### src/rtl/x1_mode_pkg.sv
// ============================================================================
// Module  : x1_mode_pkg
// Brief   : Shared constants for the x1 mode bank (readback layout, defaults).
// Rev     : 1.0
// ============================================================================
`default_nettype none

package x1_mode_pkg;

  localparam int RB_W              = 8;
  localparam int RB_MODE_LSB       = 0;
  localparam int STALL_MAX_DEFAULT = 255;

  // Bus activity is the pair {wr, rd}; idle when both are low.
  localparam int                    BUS_IDLE_W = 2;
  localparam logic [BUS_IDLE_W-1:0] BUS_IDLE   = '0;

  function automatic int rb_evt_lsb(input int num_modes);
    return RB_MODE_LSB + num_modes;
  endfunction

  function automatic int cnt_width(input int stall_max);
    if (stall_max < 1) begin
      return 1;
    end
    return $clog2(stall_max + 1);
  endfunction

endpackage

`default_nettype wire

### src/rtl/x1_evt_latch.sv
// ============================================================================
// Module  : x1_evt_latch
// Brief   : One deferred event: raw flag plus visible copy loaded on demand.
// Rev     : 1.0
// ============================================================================
`default_nettype none

module x1_evt_latch (
  input  logic clk_i,
  input  logic rst_i,
  input  logic set_i,
  input  logic clr_i,
  input  logic load_i,
  output logic raw_o,
  output logic vis_o
);

  logic raw_q, raw_d;
  logic vis_q, vis_d;

  always_comb begin
    raw_d = raw_q;
    if (clr_i) begin
      raw_d = 1'b0;
    end else if (set_i) begin
      raw_d = 1'b1;
    end
    // Visible copy takes the pre-edge raw value, so a set needs two edges to show.
    vis_d = load_i ? raw_q : vis_q;
  end

  always_ff @(posedge clk_i) begin
    if (rst_i) begin
      raw_q <= 1'b0;
      vis_q <= 1'b0;
    end else begin
      raw_q <= raw_d;
      vis_q <= vis_d;
    end
  end

  assign raw_o = raw_q;
  assign vis_o = vis_q;

endmodule

`default_nettype wire

### src/rtl/x1_mode_bank.sv
// ============================================================================
// Module  : x1_mode_bank
// Brief   : Set/reset mode bits with deferred event flags; optional status
//           readback enabled by X1_MODE_BANK_READBACK_EN.
// Rev     : 1.0
// ============================================================================
`default_nettype none

module x1_mode_bank
  import x1_mode_pkg::*;
#(
  parameter int                   NUM_MODES = 4,
  parameter int                   NUM_EVT   = 2,
  parameter logic [NUM_MODES-1:0] MODE_RST  = NUM_MODES'(1),
  parameter int                   STALL_MAX = STALL_MAX_DEFAULT
) (
  input  logic                 C_CLK,
  input  logic                 I_RESET,
  input  logic                 I_RD,
  input  logic                 I_WR,
  input  logic [NUM_MODES-1:0] I_SET_CS,
  input  logic [NUM_MODES-1:0] I_RES_CS,
  input  logic                 I_STAT_CS,
  input  logic [NUM_EVT-1:0]   I_EVT_SET,
  input  logic [NUM_EVT-1:0]   I_EVT_CLR,
  output logic [NUM_MODES-1:0] O_MODE,
  output logic [NUM_EVT-1:0]   O_EVT,
  output logic                 O_PEND,
  output logic [RB_W-1:0]      O_Q
);

  localparam int               CNT_W   = cnt_width(STALL_MAX);
  localparam logic [CNT_W-1:0] CNT_MAX = CNT_W'(STALL_MAX);
  localparam int               EVT_LSB = rb_evt_lsb(NUM_MODES);

  logic                 wr_q, wr_d;
  logic [NUM_MODES-1:0] mode_q, mode_d;
  logic [CNT_W-1:0]     cnt_q, cnt_d;
  logic                 wr_rise;
  logic                 bus_idle;
  logic                 force_upd;
  logic                 evt_load;
  logic [NUM_EVT-1:0]   evt_raw;

  assign bus_idle = ({I_WR, I_RD} == BUS_IDLE);
  assign wr_rise  = I_WR & ~wr_q;
  assign wr_d     = I_WR;

  always_comb begin
    mode_d = mode_q;
    if (wr_rise) begin
      mode_d = I_SET_CS | (mode_q & ~I_RES_CS);
    end
  end

  // Busy counter saturates; reaching the limit forces the deferred update.
  always_comb begin
    cnt_d     = cnt_q;
    force_upd = 1'b0;
    if (bus_idle) begin
      cnt_d = '0;
    end else if ((STALL_MAX != 0) && (cnt_q == CNT_MAX)) begin
      cnt_d     = '0;
      force_upd = 1'b1;
    end else if (cnt_q != CNT_MAX) begin
      cnt_d = cnt_q + 1'b1;
    end
  end

  assign evt_load = bus_idle | force_upd;

  always_ff @(posedge C_CLK) begin
    if (I_RESET) begin
      wr_q   <= 1'b1;
      mode_q <= MODE_RST;
      cnt_q  <= '0;
    end else begin
      wr_q   <= wr_d;
      mode_q <= mode_d;
      cnt_q  <= cnt_d;
    end
  end

  generate
    for (genvar k = 0; k < NUM_EVT; k++) begin : g_evt
      x1_evt_latch u_evt (
        .clk_i  (C_CLK),
        .rst_i  (I_RESET),
        .set_i  (I_EVT_SET[k]),
        .clr_i  (I_EVT_CLR[k]),
        .load_i (evt_load),
        .raw_o  (evt_raw[k]),
        .vis_o  (O_EVT[k])
      );
    end
  endgenerate

  assign O_MODE = mode_q;
  assign O_PEND = (evt_raw != O_EVT);

`ifdef X1_MODE_BANK_READBACK_EN
  logic [RB_W-1:0] q_q, q_d;

  always_comb begin
    q_d = '0;
    if (I_RD & I_STAT_CS) begin
      q_d[RB_MODE_LSB +: NUM_MODES] = mode_q;
      q_d[EVT_LSB +: NUM_EVT]       = O_EVT;
    end
  end

  always_ff @(posedge C_CLK) begin
    if (I_RESET) begin
      q_q <= '0;
    end else begin
      q_q <= q_d;
    end
  end

  assign O_Q = q_q;
`else
  logic unused_stat_cs;
  assign unused_stat_cs = I_STAT_CS;
  assign O_Q            = '0;
`endif

endmodule

`default_nettype wire

### config.mk
export PLATFORM = sky130hd
export DESIGN_NAME = x1_mode_bank
export DESIGN_NICKNAME = d
export VERILOG_FILES = /design/src/rtl/x1_mode_pkg.sv /design/src/rtl/x1_evt_latch.sv /design/src/rtl/x1_mode_bank.sv
export SDC_FILE = /design/constraint.sdc
export NUM_CORES = 1
export LEC_CHECK = 0
export ABC_AREA = 1
export CAP_MARGIN = 20
export CELL_PAD_IN_SITES_DETAIL_PLACEMENT = 1
export CELL_PAD_IN_SITES_GLOBAL_PLACEMENT = 1
export CORE_ASPECT_RATIO = 1.25
export CORE_MARGIN = 2
export CORE_UTILIZATION = 31
export CTS_CLUSTER_SIZE = 30
export DETAILED_ROUTE_END_ITERATION = 7
export GPL_TIMING_DRIVEN = 0
export PLACE_DENSITY = 0.81
export SETUP_SLACK_MARGIN = 0.02
export SLEW_MARGIN = 20
export SYNTH_ARGS = -nofsm -noshare
export SYNTH_HDL_FRONTEND = slang
export SYNTH_SLANG_ARGS = --single-unit
### constraint.sdc
create_clock -name C_CLK -period 3.2 [get_ports C_CLK]
set_input_delay 0.8 -clock C_CLK [delete_from_list [all_inputs] [get_ports C_CLK]]
set_output_delay 0.8 -clock C_CLK [all_outputs]
set_load 0.03 [all_outputs]
* Yosys cells after proc, flatten, opt, wreduce, memory -nomap -nowiden
Cells that the tools add are included.
Word-level totals: flip-flop bits (word level) 17, latch bits 0, memory bits (writable) 0, bits in read-only memories 0, bits of input ports 17, output and inout port bits 15, logic and storage cells 23, memories 0
Cells by class: $add $sub $neg 1, multiply operators 0, divide/modulo/power cells 0, $lt $le $gt $ge 0, equal/unequal tests 3, shifts and indexed selects 0, muxes and demuxes 2, bitwise logic cells 6, reduce and logical (&&, ||, !) cells 4
Operator list (count):
- 8-bit by 1-bit adder with 8-bit output (second input constant) | 1
- 8-bit == test (second input constant) | 1
- 8-bit != test (second input constant) | 1
- 4-bit AND | 1
- 4-bit inverter | 1
- 4-bit bitwise OR | 1
- 2-bit OR reduction | 2
- 3-bit OR reduction | 1
- 2-bit logical NOT | 1
- 1-bit two-way mux | 2
- 2-bit != test | 1
- 1-bit AND | 1
- 1-bit inverter | 1
- 1-bit bitwise OR | 1

* Depth between registers and ports, before layout
Gate-level depths: netlist of the first run.
word-level depth 4, depth in mapped cells 7, mapped depth without buffers 7

* By module
A second synthesis of the first run with hierarchy kept.
Unflattened totals: cell total of the unflattened synthesis 118, area total of the unflattened synthesis 864.6 um2
By module, submodules not included:
- x1_mode_bank | instances 1, cells each 98, area each 711.9 um2, sequential area each 260.2 um2
- x1_evt_latch | instances 2, cells each 10, area each 76.3 um2, sequential area each 40.0 um2

* Worst setup path after synthesis of the first run
OpenSTA, ideal clock, no wires.
kind register to output, start register g_evt[0].u_evt.raw_q, end output O_PEND, data arrival time 0.654 ns, required time 2.400 ns, setup slack 1.746 ns, stages on the path, launching flop included 3, buffers on the path 0, cells stage by stage dfxtp_1 -> xnor2_1 -> nand2_1
On the way: longest elaborated chain between the ends 1
Ends and longest elaborated chain:
- start: declaration | RTL line x1_evt_latch.sv:18 | logic raw_q, raw_d;
- start signal: assignment | RTL line x1_evt_latch.sv:37 | raw_q <= raw_d;
- 2-bit != test | RTL line x1_mode_bank.sv:99 | assign O_PEND = (evt_raw != O_EVT);
- end: declaration | RTL line x1_mode_bank.sv:28 | output logic O_PEND,
Every way passes these cells.

* Worst setup path after layout of the first run
start register g_evt[1].u_evt.raw_q, end output O_PEND
On the way: longest elaborated chain between the ends 1
Ends and longest elaborated chain (RTL line):
- start: declaration | x1_evt_latch.sv:18
- start signal: assignment | x1_evt_latch.sv:37
- 2-bit != test | x1_mode_bank.sv:99
Every way passes these cells.

==> flow_summary.toml, run 1 <==
[setup_path]
reg2reg_slack_ns = 1.98
timing.critical_path.arrival_ns = 1.50
critPathKind = "reg -> out"
end_kind = "output pin"
critPathLaunchType = "flop"
crit_required_ns = 2.40
path_max_fanout = 3

[placed_design]
place_area_um2 = 1130
io_buffer_count = 22
post-dp-hpwl_mm = 1.58
place.gp.congestion = 0.795

[detailed_routing]
viasPerCell = 4.43
detail_route.wl_per_cell_um = 10.3
drcViolationCount = 0
drt_pre_antenna_iters = 4
route.final.wire_length_mm = 1.92
dr.first_iter.drc_count = 2
route.vias.total = 824
remaining_antenna_violation_count = 0

[synthesis]
avgSynthCellArea_um2 = 7.09
synth_top_area_frac = 0.404
postSynth.topFlopCell = "sky130_fd_sc_hd__dfxtp_1"
yosysUniqueCellTypes = 19
synth_seq_cells = 17
synthDominantAreaCellType = "sky130_fd_sc_hd__dfxtp_1"
post_syn_instances = 119
synth_area_leaders = "sky130_fd_sc_hd__dfxtp_1 (40%), sky130_fd_sc_hd__nand2_1 (13%), sky130_fd_sc_hd__buf_4 (8.9%), sky130_fd_sc_hd__inv_1 (7.1%), sky130_fd_sc_hd__nand3_1 (6.5%)"
synth_common_cells = "sky130_fd_sc_hd__nand2_1 (30), sky130_fd_sc_hd__dfxtp_1 (17), sky130_fd_sc_hd__inv_1 (16)"
share_of_flip_flops_with_an_asynchronous_set_or_reset = 0
synth_most_common_cell = "sky130_fd_sc_hd__nand2_1"
syn-cell-area_um2 = 843
synth-edff-count = 0
yosys_warnings = 0
synth.yosys.seq_area_share = 0.404

[grt]
grt_remaining_overflow = 0
pin_count_of_the_biggest_net_entering_global_routing = 10
first_pass_grt_wire_length_mm = 3.35
grt_util_all_layers = 0.138
first_global_vias = 857
antenna_found_initial = 0

[power]
power.density_nw_per_um2 = 369
net_load_switching_power_uw = 118
power.internal_uw = 310
leakagePower_nw = 0.534
finalPower_uw = 427
share_seq_of_total_power = 0.526
share_clk_of_total_power = 0.273
max_vdd_drop_v = 0.000194
comb_power_share = 0.201
netSwitchingFraction = 0.276

[clock_tree]
cts-htree-levels = 1
clk_pin_slew_worst_paths_ns = 0.10
worst_skew_pair.late_latency_ns = 0.29
post_cts.resized_instances = 0
cts_root_buf = "sky130_fd_sc_hd__clkbuf_4"
cts.path.max_buffers = 2
cts.sink_count = 17
numCtsBuffers = 3
cts_post_setup_buffers_inserted = 0
tritoncts = "done"
postCtsHoldBufs = 0

[die]
fp.coreArea_um2 = 2630
fp.dieW_um = 50.7
io_pins = 32
initial_core_util = 0.321
die_height_um = 62.3
dieArea_um2 = 3160
placementRows = 21

[finish]
num_antenna_cells = 0
layout.cell_area.non_filler_um2 = 1160
synthToLayoutAreaGrowth_pct = 37.4
drive_gt1_frac = 0.125
nets = 171

[min_path]
holdCritPathClass = "reg -> reg"

[timing]
timing.final.crit_share = 0.718
clock-skew-final_ns = 0.00181
fin_setup_tns_ns = 0
clock.fmax_ghz = 0.435
period_needed_ns = 2.30
slew_viol_final = 0
final_setup_viols = 0
timing.final.hold_violations = 0
rsz0062_at_grt = "no"

[run]
maxCapViolCount = 0

[status]
outcome = "finished, final reports clean"
stage by stage:
stage / hold slack, ns / util / setup WS, ns / std cells
after detailed placement: 0.458 / 0.431 / 1.17 / 182
after floorplan: 0.430 / - / 1.75 / 126
final: 0.470 / 0.441 / 0.903 / 186
after global routing: 0.495 / 0.441 / 0.835 / 186
after CTS: 0.474 / 0.441 / 0.886 / 186
after global placement: 0.444 / 0.431 / 1.19 / 182
state kept, by name (all words and copies together), names as in the netlist:
name	cells
g_evt.u_evt.vis_o	2
wr_q	1
cnt_q	8
O_MODE	4
g_evt.u_evt.raw_o	2
final cells by class:
class | count | area, um^2
Buffer | 10 | 75.1
Multi-Input combinational cell | 83 | 394
Sequential cell | 17 | 340
Fill cell | 340 | 1470
Tap cell | 34 | 42.5
Inverter | 16 | 60.1
Timing Repair Buffer | 22 | 220
Clock buffer | 4 | 26.3
path summary, 6_finish.rpt:
kind | depth (start not counted) | end | from
min reg2reg | 2 | O_MODE[2] | O_MODE[2]
max | 3 | O_PEND | g_evt[1].u_evt.raw_o
max reg2reg | 6 | g_evt[1].u_evt.vis_o | cnt_q[0]
min | 2 | O_MODE[2] | O_MODE[2]
routing by layer:
layer  track usage  routed length (um)  up-vias
met2         0.275                1100       21
li1              -                   -      419
met5             0                   0        -
met4        0.0608                  37        0
met1         0.131                 710      379
met3        0.0216                  77        5
power by group through the flow:
| stage | clock network [mW] | registers [mW] | logic [mW] |
|---|---|---|---|
| 5_1_grt | 0.133 | 0.226 | 0.0926 |
| 3_5_place_dp | 0 | 0.230 | 0.0859 |
| 2_1_floorplan | 0 | 0.232 | 0.0481 |
| 6_report | 0.117 | 0.225 | 0.0858 |
| 4_1_cts | 0.122 | 0.225 | 0.0865 |
| 3_3_place_gp | 0 | 0.230 | 0.0837 |
layout by cell type (no fill, tap or decap):
cell type	n
sky130_fd_sc_hd__a21oi_1	7
sky130_fd_sc_hd__o21bai_1	1
sky130_fd_sc_hd__nand2_1	30
sky130_fd_sc_hd__buf_4	10
sky130_fd_sc_hd__conb_1	8
sky130_fd_sc_hd__ha_1	1
sky130_fd_sc_hd__nand3_1	11
sky130_fd_sc_hd__nand2_4	1
sky130_fd_sc_hd__dfxtp_1	17
sky130_fd_sc_hd__nor3_1	3
sky130_fd_sc_hd__xor2_1	1
sky130_fd_sc_hd__nor2_4	1
sky130_fd_sc_hd__nand4_1	1
sky130_fd_sc_hd__nand2_2	2
sky130_fd_sc_hd__clkdlybuf4s50_1	22
sky130_fd_sc_hd__o21ai_0	1
sky130_fd_sc_hd__clkbuf_1	1
sky130_fd_sc_hd__nor2_1	11
sky130_fd_sc_hd__nor2_2	2
sky130_fd_sc_hd__xnor2_1	2
sky130_fd_sc_hd__clkbuf_4	3
sky130_fd_sc_hd__inv_1	16
kinds of logic (layout without fill, tap and decap cells):
family	after synthesis	after routing	share of synthesized area
flops	17	17	0.404
buf+inv	26	52	0.160
compound gates	9	9	0.0564
other cells	1	8	0.00445
simple gates	62	62	0.329
xor+xnor	3	3	0.0312
fa+ha+maj	1	1	0.0148
critical path, cell delays in order, from the launching register on:
cell and delay [ns]:
sky130_fd_sc_hd__dfxtp_1 0.35, sky130_fd_sc_hd__xnor2_1 0.13, sky130_fd_sc_hd__nand2_1 0.06, sky130_fd_sc_hd__clkdlybuf4s50_1 0.66
(Power assumes the default switching activity.)
==> run 2, diff against run 1 <==
--- a/config.mk
+++ b/config.mk
@@ -11,11 +11,11 @@
 export CELL_PAD_IN_SITES_GLOBAL_PLACEMENT = 1
 export CORE_ASPECT_RATIO = 1.25
 export CORE_MARGIN = 2
-export CORE_UTILIZATION = 31
+export CORE_UTILIZATION = 26
 export CTS_CLUSTER_SIZE = 30
 export DETAILED_ROUTE_END_ITERATION = 7
 export GPL_TIMING_DRIVEN = 0
-export PLACE_DENSITY = 0.81
+export PLACE_DENSITY = 0.73
 export SETUP_SLACK_MARGIN = 0.02
 export SLEW_MARGIN = 20
 export SYNTH_ARGS = -nofsm -noshare
==> constraint.sdc (replaced) <==
create_clock -name C_CLK -period 1.9 [get_ports C_CLK]
set_input_delay 0.475 -clock C_CLK [delete_from_list [all_inputs] [get_ports C_CLK]]
set_output_delay 0.475 -clock C_CLK [all_outputs]
set_load 0.03 [all_outputs]
==> run 2 against run 1 <==
Non-clock buffer count stayed put. Combinational power rose by 61%. Die area rose by 18%. Cell count increased by 1.6%. Register-to-register slack got worse by 1.3 ns. Worst hold slack got worse by 0.0059 ns. Count of clock-buffer cells in the layout unchanged. Global-route usage down 2.5 points. First-iteration DRC count stayed put. Critical path type unchanged. Largest cell class unchanged.
==> flow_summary.toml, run 2 (synthesis gave the netlist of run 1 again) <==
[timing]
timing.final.crit_share = 0.915
timing.final.hold_violations = 0
rsz0062_at_grt = "no"
setup_slack_ns = 0.162
final_setup_viols = 0
clock.fmax_ghz = 0.575
slew_viol_final = 0
hold_slack_ns = 0.464
fin_setup_tns_ns = 0
clock-skew-final_ns = 0.00211
period_needed_ns = 1.74

[clock_tree]
cts.path.max_buffers = 2
cts_post_setup_buffers_inserted = 0
worst_skew_pair.late_latency_ns = 0.25
cts_root_buf = "sky130_fd_sc_hd__clkbuf_8"
tritoncts = "done"
numCtsBuffers = 3
clk_pin_slew_worst_paths_ns = 0.06
cts-htree-levels = 1
cts.sink_count = 17

[power]
max_vdd_drop_v = 0.000347
power.density_nw_per_um2 = 664
finalPower_uw = 784
leakagePower_nw = 0.564

[die]
die_height_um = 67.7
dieArea_um2 = 3720
fp.coreArea_um2 = 3170
placementRows = 23
io_pins = 32
fp.dieW_um = 54.9
initial_core_util = 0.266

[finish]
largest_register_ff_count = 8
num-fill-cells = 411
num_antenna_cells = 0
regArea_um2 = 340
multi_input_area_um2 = 394
mostFrequentLayoutCells = "sky130_fd_sc_hd__nand2_1 (30), sky130_fd_sc_hd__clkdlybuf4s50_1 (19), sky130_fd_sc_hd__dfxtp_1 (17)"
top_register = "cnt_q"
drive_gt1_frac = 0.125
synthToLayoutAreaGrowth_pct = 40.1
most_common_library_cell_in_the_layout_ignoring_fill_and_taps = "sky130_fd_sc_hd__nand2_1"
nets = 171

[setup_path]
path_cells = "clkdlybuf4s50_1"
timing.critical_path.depth = 1
timing.critical_path.arrival_ns = 1.26
critPathKind = "reg -> out"
slowest_stage = "sky130_fd_sc_hd__clkdlybuf4s50_1"
crit_path_max_incr_delay_ns = 0.67
crit_required_ns = 1.42
critPathLaunchType = "flop"
delay_heaviest_family_cp = "buffers and inverters"
worst-path-buf-inv = 1
end_kind = "output pin"
timing.reg2reg.worst_path_depth = 6
path_max_fanout = 2

[min_path]
hold_path_depth = 2
holdCritPathClass = "reg -> reg"

[grt]
first_global_vias = 798
pin_count_of_the_biggest_net_entering_global_routing = 10
grt_util_all_layers = 0.113
grt_remaining_overflow = 0
antenna_found_initial = 0
first_pass_grt_wire_length_mm = 3.13

[run]
maxCapViolCount = 0

[detailed_routing]
remaining_antenna_violation_count = 0
route.vias.total = 795
viasPerCell = 4.21
detail_route.wl_per_cell_um = 9.28
route.final.wire_length_mm = 1.75
dr.first_iter.drc_count = 2
drcViolationCount = 0
drt_pre_antenna_iters = 4

[placed_design]
placement.setup.worst_slack_ns = 0.167
place.gp.congestion = 0.704
post-dp-hpwl_mm = 1.51
io_buffer_count = 22

[status]
outcome = "finished, final reports clean"
==> run 2: changes by cell type in the layout (fill, tap and decap cells not counted) <==
| cell | before | now |
|---|---|---|
| sky130_fd_sc_hd__clkbuf_4 | 3 | 0 |
| sky130_fd_sc_hd__clkbuf_8 | 0 | 3 |
| sky130_fd_sc_hd__clkdlybuf4s50_1 | 22 | 19 |
| sky130_fd_sc_hd__dlygate4sd2_1 | 0 | 2 |
| sky130_fd_sc_hd__dlymetal6s2s_1 | 0 | 1 |
==> run 2: layout make-up <==
| type | count | share of cell area |
|---|---|---|
| Clock buffer | 4 | 0.0381 |
| Inverter | 16 | 0.0508 |
| Timing Repair Buffer | 22 | 0.186 |
| Sequential cell | 17 | 0.288 |
| Tap cell | 37 | 0.0392 |
| Buffer | 10 | 0.0636 |
| Multi-Input combinational cell | 83 | 0.334 |
==> run 2: report_power, final <==
part	internal, mW	total (mW)	switching, mW
Combinational	0.0670	0.138	0.0713
Clock	0.149	0.266	0.118
Sequential	0.369	0.379	0.0102
Total	0.585	0.784	0.199
==> run 2: worst min-delay path, delay by kind of cell, from the launching register on <==
kind	cells	cell delay [ns]
flops	1	0.31
simple gates	1	0.06
compound gates	1	0.05
==> run 2: final timing paths <==
kind	startpoint	to	slack, ns
worst max register to register	cnt_q[1]	g_evt[0].u_evt.vis_o	0.69
worst min register to register	O_MODE[2]	O_MODE[2]	0.46
worst max-delay path	O_MODE[0]	O_MODE[0]	0.16
worst min-delay path	O_MODE[2]	O_MODE[2]	0.46
==> run 2: repair_timing <==
action                     CTS  global route
hold buffers                 0             0
setup endpoints to repair    2             1
pin swaps                    0             0
gates resized for setup      2             1
==> run 2: per-layer routing <==
layer	share of wire	global-route usage	routed length (um)	up-vias
li1	-	-	-	415
met1	0.42	0.128	739	355
met2	0.52	0.196	903	21
met3	0.047	0.0199	83	4
met4	0.015	0.0549	27	0
met5	0	0	0	-
==> run 2: through the flow <==
stage | instance area [um^2] | util | cells
after floorplan | 870 | - | 126
after global placement | 1140 | 0.359 | 185
after detailed placement | 1140 | 0.359 | 185
after CTS | 1180 | 0.372 | 189
after global routing | 1180 | 0.373 | 189
final | 1180 | 0.373 | 189
